$ cat src/rtl/pipe_hazard_ctrl_if.sv
// Hazard/sequencing bundle between the pipeline datapath and pipe_hazard_ctrl.
// master = the controller, slave = the datapath it steers.
interface pipe_hazard_ctrl_if #(
  parameter int unsigned REG_AW = 5,
  parameter int unsigned CNT_W  = 32
);
  logic [REG_AW-1:0] decRs1Addr;
  logic [REG_AW-1:0] decRs2Addr;
  logic              decRs1Use;
  logic              decRs2Use;
  logic [REG_AW-1:0] aluRdAddr;
  logic              aluWriteEnable;
  logic              aluIsLoad;
  logic              branchTaken;
  logic [REG_AW-1:0] memRdAddr;
  logic              memWriteEnable;
  logic              memReq;
  logic              memReady;
  logic [REG_AW-1:0] wbRdAddr;
  logic              wbWriteEnable;

  logic              pcEnable;
  logic              ifDecEnable;
  logic              decAluEnable;
  logic              aluMemEnable;
  logic              ifDecFlush;
  logic              decAluFlush;
  logic              memWbBubble;
  logic [1:0]        fwdSelA;
  logic [1:0]        fwdSelB;
  logic              memError;
  logic [CNT_W-1:0]  stallCycles;

  modport master (
    input  decRs1Addr, decRs2Addr, decRs1Use, decRs2Use,
    input  aluRdAddr, aluWriteEnable, aluIsLoad, branchTaken,
    input  memRdAddr, memWriteEnable, memReq, memReady,
    input  wbRdAddr, wbWriteEnable,
    output pcEnable, ifDecEnable, decAluEnable, aluMemEnable,
    output ifDecFlush, decAluFlush, memWbBubble,
    output fwdSelA, fwdSelB, memError, stallCycles
  );

  modport slave (
    output decRs1Addr, decRs2Addr, decRs1Use, decRs2Use,
    output aluRdAddr, aluWriteEnable, aluIsLoad, branchTaken,
    output memRdAddr, memWriteEnable, memReq, memReady,
    output wbRdAddr, wbWriteEnable,
    input  pcEnable, ifDecEnable, decAluEnable, aluMemEnable,
    input  ifDecFlush, decAluFlush, memWbBubble,
    input  fwdSelA, fwdSelB, memError, stallCycles
  );
endinterface

$ cat src/rtl/pipe_hazard_ctrl.sv
// Pipeline sequencer for the 5-stage RV32 core: stalls, flushes, forwarding, RAM-wait freeze.
// Define FORWARDING_EN to enable operand forwarding; otherwise every RAW match stalls.
module pipe_hazard_ctrl #(
  parameter int unsigned REG_AW      = 5,
  parameter int unsigned MEM_TIMEOUT = 16,
  parameter int unsigned CNT_W       = 32
) (
  input logic               clk,
  input logic               reset,
  pipe_hazard_ctrl_if.master bus
);

  localparam int unsigned WCW = $clog2(MEM_TIMEOUT + 1);
  localparam logic [WCW-1:0] TimeoutLast = WCW'(MEM_TIMEOUT - 1);

  typedef enum logic [0:0] {StRun, StMemWait} state_e;

  state_e           state_q, state_d;
  logic [WCW-1:0]   wait_q, wait_d;
  logic             mem_err_q, mem_err_d;
  logic [CNT_W-1:0] stall_q;

  logic alu_a, alu_b, mem_a, mem_b, wb_a, wb_b;
  logic hazard, wait_active;
  logic [1:0] fwd_a, fwd_b;
  logic pc_en, ifdec_en, decalu_en, alumem_en, ifdec_fl, decalu_fl, bubble;
  logic [1:0] sel_a, sel_b;

  // x0 is hard-wired zero, so it never counts as a producer.
  function automatic logic reg_match(input logic we, input logic [REG_AW-1:0] rd,
                                     input logic [REG_AW-1:0] rs, input logic rs_used);
    return we && (rd != '0) && (rd == rs) && rs_used;
  endfunction

  always_comb begin
    alu_a = reg_match(bus.aluWriteEnable, bus.aluRdAddr, bus.decRs1Addr, bus.decRs1Use);
    alu_b = reg_match(bus.aluWriteEnable, bus.aluRdAddr, bus.decRs2Addr, bus.decRs2Use);
    mem_a = reg_match(bus.memWriteEnable, bus.memRdAddr, bus.decRs1Addr, bus.decRs1Use);
    mem_b = reg_match(bus.memWriteEnable, bus.memRdAddr, bus.decRs2Addr, bus.decRs2Use);
    wb_a  = reg_match(bus.wbWriteEnable, bus.wbRdAddr, bus.decRs1Addr, bus.decRs1Use);
    wb_b  = reg_match(bus.wbWriteEnable, bus.wbRdAddr, bus.decRs2Addr, bus.decRs2Use);
`ifdef FORWARDING_EN
    hazard = bus.aluIsLoad && (alu_a || alu_b);
    fwd_a  = mem_a ? 2'b01 : (wb_a ? 2'b10 : 2'b00);
    fwd_b  = mem_b ? 2'b01 : (wb_b ? 2'b10 : 2'b00);
`else
    hazard = alu_a || alu_b || mem_a || mem_b || wb_a || wb_b;
    fwd_a  = 2'b00;
    fwd_b  = 2'b00;
`endif
  end

  // In MEM_WAIT the outstanding access keeps the pipe frozen until memReady.
  assign wait_active = (state_q == StMemWait) ? !bus.memReady
                                              : (bus.memReq && !bus.memReady);

  always_comb begin
    state_d   = state_q;
    wait_d    = wait_q;
    mem_err_d = mem_err_q;
    pc_en     = 1'b1;
    ifdec_en  = 1'b1;
    decalu_en = 1'b1;
    alumem_en = 1'b1;
    ifdec_fl  = 1'b0;
    decalu_fl = 1'b0;
    bubble    = 1'b0;
    sel_a     = fwd_a;
    sel_b     = fwd_b;

    if (reset) begin
      pc_en     = 1'b0;
      ifdec_en  = 1'b0;
      decalu_en = 1'b0;
      alumem_en = 1'b0;
      ifdec_fl  = 1'b1;
      decalu_fl = 1'b1;
      bubble    = 1'b1;
      sel_a     = 2'b00;
      sel_b     = 2'b00;
    end else if (wait_active) begin
      pc_en     = 1'b0;
      ifdec_en  = 1'b0;
      decalu_en = 1'b0;
      alumem_en = 1'b0;
      bubble    = 1'b1;
      if (wait_q == TimeoutLast) begin
        // Give up on the access and resume; the error stays latched.
        mem_err_d = 1'b1;
        state_d   = StRun;
        wait_d    = '0;
      end else begin
        state_d = StMemWait;
        wait_d  = wait_q + WCW'(1);
      end
    end else begin
      state_d = StRun;
      wait_d  = '0;
      if (bus.branchTaken) begin
        ifdec_fl  = 1'b1;
        decalu_fl = 1'b1;
      end else if (hazard) begin
        pc_en     = 1'b0;
        ifdec_en  = 1'b0;
        decalu_fl = 1'b1;
      end
    end
  end

  always_ff @(posedge clk) begin
    if (reset) begin
      state_q   <= StRun;
      wait_q    <= '0;
      mem_err_q <= 1'b0;
      stall_q   <= '0;
    end else begin
      state_q   <= state_d;
      wait_q    <= wait_d;
      mem_err_q <= mem_err_d;
      if (!pc_en && (stall_q != '1)) begin
        stall_q <= stall_q + CNT_W'(1);
      end
    end
  end

  assign bus.pcEnable     = pc_en;
  assign bus.ifDecEnable  = ifdec_en;
  assign bus.decAluEnable = decalu_en;
  assign bus.aluMemEnable = alumem_en;
  assign bus.ifDecFlush   = ifdec_fl;
  assign bus.decAluFlush  = decalu_fl;
  assign bus.memWbBubble  = bubble;
  assign bus.fwdSelA      = sel_a;
  assign bus.fwdSelB      = sel_b;
  assign bus.memError     = mem_err_q;
  assign bus.stallCycles  = stall_q;

endmodule
$ cat src/flat_wrapper.sv
// flat-port wrapper written by rule: the top's interface ports become plain ports
module pipe_hazard_ctrl_flat 
#(
  parameter int unsigned REG_AW      = 5,
  parameter int unsigned MEM_TIMEOUT = 16,
  parameter int unsigned CNT_W       = 32
)
  (clk, reset, bus_decRs1Addr, bus_decRs2Addr, bus_decRs1Use, bus_decRs2Use, bus_aluRdAddr, bus_aluWriteEnable, bus_aluIsLoad, bus_branchTaken, bus_memRdAddr, bus_memWriteEnable, bus_memReq, bus_memReady, bus_wbRdAddr, bus_wbWriteEnable, bus_pcEnable, bus_ifDecEnable, bus_decAluEnable, bus_aluMemEnable, bus_ifDecFlush, bus_decAluFlush, bus_memWbBubble, bus_fwdSelA, bus_fwdSelB, bus_memError, bus_stallCycles);
  pipe_hazard_ctrl_if #(.REG_AW(REG_AW), .CNT_W(CNT_W)) bus_i ();
  input logic clk;
  input logic reset;
  input wire logic [$bits(bus_i.decRs1Addr)-1:0] bus_decRs1Addr;
  input wire logic [$bits(bus_i.decRs2Addr)-1:0] bus_decRs2Addr;
  input wire logic [$bits(bus_i.decRs1Use)-1:0] bus_decRs1Use;
  input wire logic [$bits(bus_i.decRs2Use)-1:0] bus_decRs2Use;
  input wire logic [$bits(bus_i.aluRdAddr)-1:0] bus_aluRdAddr;
  input wire logic [$bits(bus_i.aluWriteEnable)-1:0] bus_aluWriteEnable;
  input wire logic [$bits(bus_i.aluIsLoad)-1:0] bus_aluIsLoad;
  input wire logic [$bits(bus_i.branchTaken)-1:0] bus_branchTaken;
  input wire logic [$bits(bus_i.memRdAddr)-1:0] bus_memRdAddr;
  input wire logic [$bits(bus_i.memWriteEnable)-1:0] bus_memWriteEnable;
  input wire logic [$bits(bus_i.memReq)-1:0] bus_memReq;
  input wire logic [$bits(bus_i.memReady)-1:0] bus_memReady;
  input wire logic [$bits(bus_i.wbRdAddr)-1:0] bus_wbRdAddr;
  input wire logic [$bits(bus_i.wbWriteEnable)-1:0] bus_wbWriteEnable;
  output wire logic [$bits(bus_i.pcEnable)-1:0] bus_pcEnable;
  output wire logic [$bits(bus_i.ifDecEnable)-1:0] bus_ifDecEnable;
  output wire logic [$bits(bus_i.decAluEnable)-1:0] bus_decAluEnable;
  output wire logic [$bits(bus_i.aluMemEnable)-1:0] bus_aluMemEnable;
  output wire logic [$bits(bus_i.ifDecFlush)-1:0] bus_ifDecFlush;
  output wire logic [$bits(bus_i.decAluFlush)-1:0] bus_decAluFlush;
  output wire logic [$bits(bus_i.memWbBubble)-1:0] bus_memWbBubble;
  output wire logic [$bits(bus_i.fwdSelA)-1:0] bus_fwdSelA;
  output wire logic [$bits(bus_i.fwdSelB)-1:0] bus_fwdSelB;
  output wire logic [$bits(bus_i.memError)-1:0] bus_memError;
  output wire logic [$bits(bus_i.stallCycles)-1:0] bus_stallCycles;
  assign bus_i.decRs1Addr = bus_decRs1Addr;
  assign bus_i.decRs2Addr = bus_decRs2Addr;
  assign bus_i.decRs1Use = bus_decRs1Use;
  assign bus_i.decRs2Use = bus_decRs2Use;
  assign bus_i.aluRdAddr = bus_aluRdAddr;
  assign bus_i.aluWriteEnable = bus_aluWriteEnable;
  assign bus_i.aluIsLoad = bus_aluIsLoad;
  assign bus_i.branchTaken = bus_branchTaken;
  assign bus_i.memRdAddr = bus_memRdAddr;
  assign bus_i.memWriteEnable = bus_memWriteEnable;
  assign bus_i.memReq = bus_memReq;
  assign bus_i.memReady = bus_memReady;
  assign bus_i.wbRdAddr = bus_wbRdAddr;
  assign bus_i.wbWriteEnable = bus_wbWriteEnable;
  assign bus_pcEnable = bus_i.pcEnable;
  assign bus_ifDecEnable = bus_i.ifDecEnable;
  assign bus_decAluEnable = bus_i.decAluEnable;
  assign bus_aluMemEnable = bus_i.aluMemEnable;
  assign bus_ifDecFlush = bus_i.ifDecFlush;
  assign bus_decAluFlush = bus_i.decAluFlush;
  assign bus_memWbBubble = bus_i.memWbBubble;
  assign bus_fwdSelA = bus_i.fwdSelA;
  assign bus_fwdSelB = bus_i.fwdSelB;
  assign bus_memError = bus_i.memError;
  assign bus_stallCycles = bus_i.stallCycles;
  pipe_hazard_ctrl #(.REG_AW(REG_AW), .MEM_TIMEOUT(MEM_TIMEOUT), .CNT_W(CNT_W)) u_core (.clk(clk), .reset(reset), .bus(bus_i));
endmodule
$ cat config.mk
export PLATFORM = sky130hd
export DESIGN_NAME = pipe_hazard_ctrl_flat
export DESIGN_NICKNAME = d
export VERILOG_FILES = /design/src/rtl/pipe_hazard_ctrl_if.sv /design/src/rtl/pipe_hazard_ctrl.sv /design/src/flat_wrapper.sv
export SDC_FILE = /design/constraint.sdc
export NUM_CORES = 1
export LEC_CHECK = 0
export CAP_MARGIN = 20
export CORE_UTILIZATION = 40
export DETAILED_ROUTE_END_ITERATION = 16
export PLACE_DENSITY_LB_ADDON = 0.3
export SLEW_MARGIN = 30
export SYNTH_ARGS = -nofsm -noshare
export SYNTH_HDL_FRONTEND = slang
export SYNTH_SLANG_ARGS = --single-unit
$ cat constraint.sdc
create_clock -name clk -period 2.9 [get_ports clk]
set_input_delay 0.29 -clock clk [delete_from_list [all_inputs] [get_ports clk]]
set_output_delay 0.29 -clock clk [all_outputs]
set_load 0.01 [all_outputs]
==> results by group <==
Synth
  • Post-synthesis adder-cell area fraction: 0.0154
  • Top post-synthesis cells by count: dfxtp_1 (39), nor2_1 (23), xnor2_1 (19)
  • Compound-Gate Fraction of Synth Area: 0.133
  • Most numerous cell in the Yosys netlist: dfxtp_1
  • Yosys top cell area share: 0.320
  • Sequential share of the synthesized area: 0.320
  • Cell area after synthesis: 2440 um^2
  • Async S/R FF share, synth: 0
  • Post-Synth XOR/XNOR Area: 0.133
  • Largest area contributor in the netlist: dfxtp_1
  • Ys flop type: dfxtp_1
  • Ys Warns: 0
  • EDFF count, synth: 0
  • #FFs+latches synth: 39
  • Syn avg cell area: 8.60 um^2
  • Synth Area in Simple Gates: 0.287
  • Synth top area cells: dfxtp_1 (32%), xnor2_1 (6.8%), xor2_1 (6.5%), or4_1 (4.6%), mux2_4 (4.3%)
  • Synth Instances: 284
  • Post-synthesis mux area share: 0.0471
  • Combinational family with the most area after synthesis: simple AND/OR/NAND/NOR gates
  • Post-synth cell types: 40

Timing
  • Max_slew headroom: 0.665
  • Slew at the pin closest to its max-slew limit: 0.498 ns
  • Setup_tns: 0 ns
  • Pins Over Slew Limit: 0
  • RSZ-0062 raised after global routing: false
  • Fin crit share: 0.948
  • Period minus WS final: 2.75 ns
  • Final hold violation count: 0
  • Final setup viols: 0
  • Fmax: 364 MHz
  • Clk_skew: 0.00436 ns

Global routing
  • Vias in the first global route: 2,287
  • GRT Total Usage: 0.194
  • GR Util met1: 0.222
  • Initial antenna violation count: 0
  • M2 GR Usage: 0.338
  • Met3 Use GR: 0.0591
  • Largest net degree at the start of global routing: 43
  • Most crowded layer after global routing: met2
  • Gr ovfl total: 0
  • First-pass GRT wire length: 9850 um

Die
  • Die Span Y: 80.2 um
  • Core Rows: 28
  • Initial core utilization: 0.413
  • Die area: 6430 um^2
  • # IOs: 80
  • Area of the core: 5920 um^2
  • Die X-Extent: 80.2 um

Status
  • Outcome: finished, final reports clean

Clock tree
  • H-tree levels: 2
  • CTS buffer count: 5
  • CTS Hold Buffers Added: 0
  • CTS clk-pin slew, worst paths: 0.08 ns
  • Clock sink count: 39
  • Root buf cell: clkbuf_8
  • CTS tree: yes
  • Clock buffer depth: 2
  • Clk Latency, worst-skew pair: 0.29 ns

Routing
  • Final ANT Viol Nets: 0
  • 1st-iter DRT viols: 107
  • Total number of vias: 2,424
  • DRC: 0
  • Avg Vias per Cell: 5.34
  • Final WL: 5920 um
  • Pre-Repair DR Iteration Count: 4
  • WL per Instance: 13.0 um

Hold path
  • Hold crit path type: flip-flop to flip-flop

Critical path
  • Crit path arrival time: 2.97 ns
  • Crit path launch type: input pin
  • Worst-path fanout max: 35
  • Worst EP required: 3.12 ns
  • WS Path Type: input pin to flip-flop
  • Crit end category: flip-flop

Layout
  • Final Cell Area: 3520 um^2
  • N_diodes: 0
  • Area Growth Syn to Fin: 44.2%
  • Layout Nets: 417
  • Layout cells sized above 1: 0.148
  • Final Non-Filler Cells: 454

Power and ir drop
  • Design Power: 1240 uW
  • Peak VDD IR: 0.000180 V
  • LEAKAGE: 0.00124 uW
  • Pwr/cell area: 352 nW/um^2

Placed design
  • Dpl hpwl: 4540 um
  • Placed inst area: 3390 um^2
  • I/O Buffers: 74
  • GPL Wtd Cong: 0.912
  • DP Cell Count: 445

Job
  • MaxCap Viol Count: 0
==> routing by layer <==
layer,wire [um],share of wire
met5,0,0
met4,103,0.017
met3,388,0.066
met2,2870,0.49
met1,2550,0.43
==> registers in the layout (all words and copies together) (netlist names) <==
signal                  flops
u_core.state_q              1
u_core.bus.stallCycles     32
u_core.wait_q               5
u_core.bus.memError         1
==> where the power goes <==
| group | internal [uW] | switching (uW) | leakage, uW |
|---|---|---|---|
| sequential | 541 | 7.21 | 0.000315 |
| combinational | 124 | 99.1 | 0.000868 |
| clock | 278 | 191 | 0.0000612 |
==> per-stage QoR <==
step | hold WS (ns) | setup slack [ns] | util
global placement | 0.430 | -0.161 | 0.573
floorplan | 0.418 | 0.447 | -
finish | 0.453 | 0.151 | 0.595
CTS | 0.457 | 0.149 | 0.594
detailed placement | 0.439 | -0.191 | 0.573
global route | 0.497 | 0.0238 | 0.595
==> path summary, 6_finish.rpt <==
check	startpoint	endpoint	slack [ns]	cells past startpoint
max	bus_decRs1Addr[2]	u_core.bus.stallCycles[11]$_SDFFE_PP0P_	0.15	11
min	u_core.wait_q[0]$_SDFF_PP0_	u_core.wait_q[0]$_SDFF_PP0_	0.45	1
max reg2reg	u_core.bus.stallCycles[15]$_SDFFE_PP0P_	u_core.bus.stallCycles[21]$_SDFFE_PP0P_	0.31	9
min reg2reg	u_core.wait_q[0]$_SDFF_PP0_	u_core.wait_q[0]$_SDFF_PP0_	0.45	1
==> worst max-delay path, cell delays in order <==
cell and delay [ns]:
clkdlybuf4s50_1 0.58, xnor2_1 0.15, nand3_1 0.09, nor4_1 0.37
o31ai_1 0.14, buf_4 0.15, a21oi_2 0.26, o22ai_4 0.13
buf_12 0.19, or4_1 0.46, a21oi_1 0.16
==> cell usage in the layout (no fill, tap or decap), drive strengths merged, types with 4 or more instances in the layout <==
cell and n:
clkdlybuf4s50 71, dfxtp 39, buf 29, nor2 23, xnor2 19, a21oi 19, xor2 18, nand3 17
or4 15, o31ai 13, nand2 12, nor4 12, o21ai 11, or3 10, and3 8, nor2b 8
inv 7, nand4 7, mux2 7, clkbuf 6, o211ai 4, conb 4
==> kinds of logic after synthesis <==
family,count (synthesis)
AOI/OAI and AO/OA,50
xor gates and xnor gates,37
adders and majority gates,3
buffers and inverters,26
DFF,39
muxes,8
other,1
and+or+nand+nor,120
==> layout make-up <==
cell class | count | area (um^2)
Multi-Input combinational cell | 222 | 1530
Timing Repair Buffer | 103 | 980
Clock inverter | 2 | 35.0
Sequential cell | 39 | 781
Fill cell | 543 | 2400
Tap cell | 75 | 93.8
Inverter | 7 | 26.3
Clock buffer | 6 | 82.6
==> what timing repair did <==
action,4_1_cts,5_1_grt
endpoints found under the hold margin,0,0
gates resized for setup,4,1
buffers inserted,1,0
endpoints found under the setup margin,3,5
cloned,0,0
pin swaps,2,0
(Power assumes the default switching activity.)
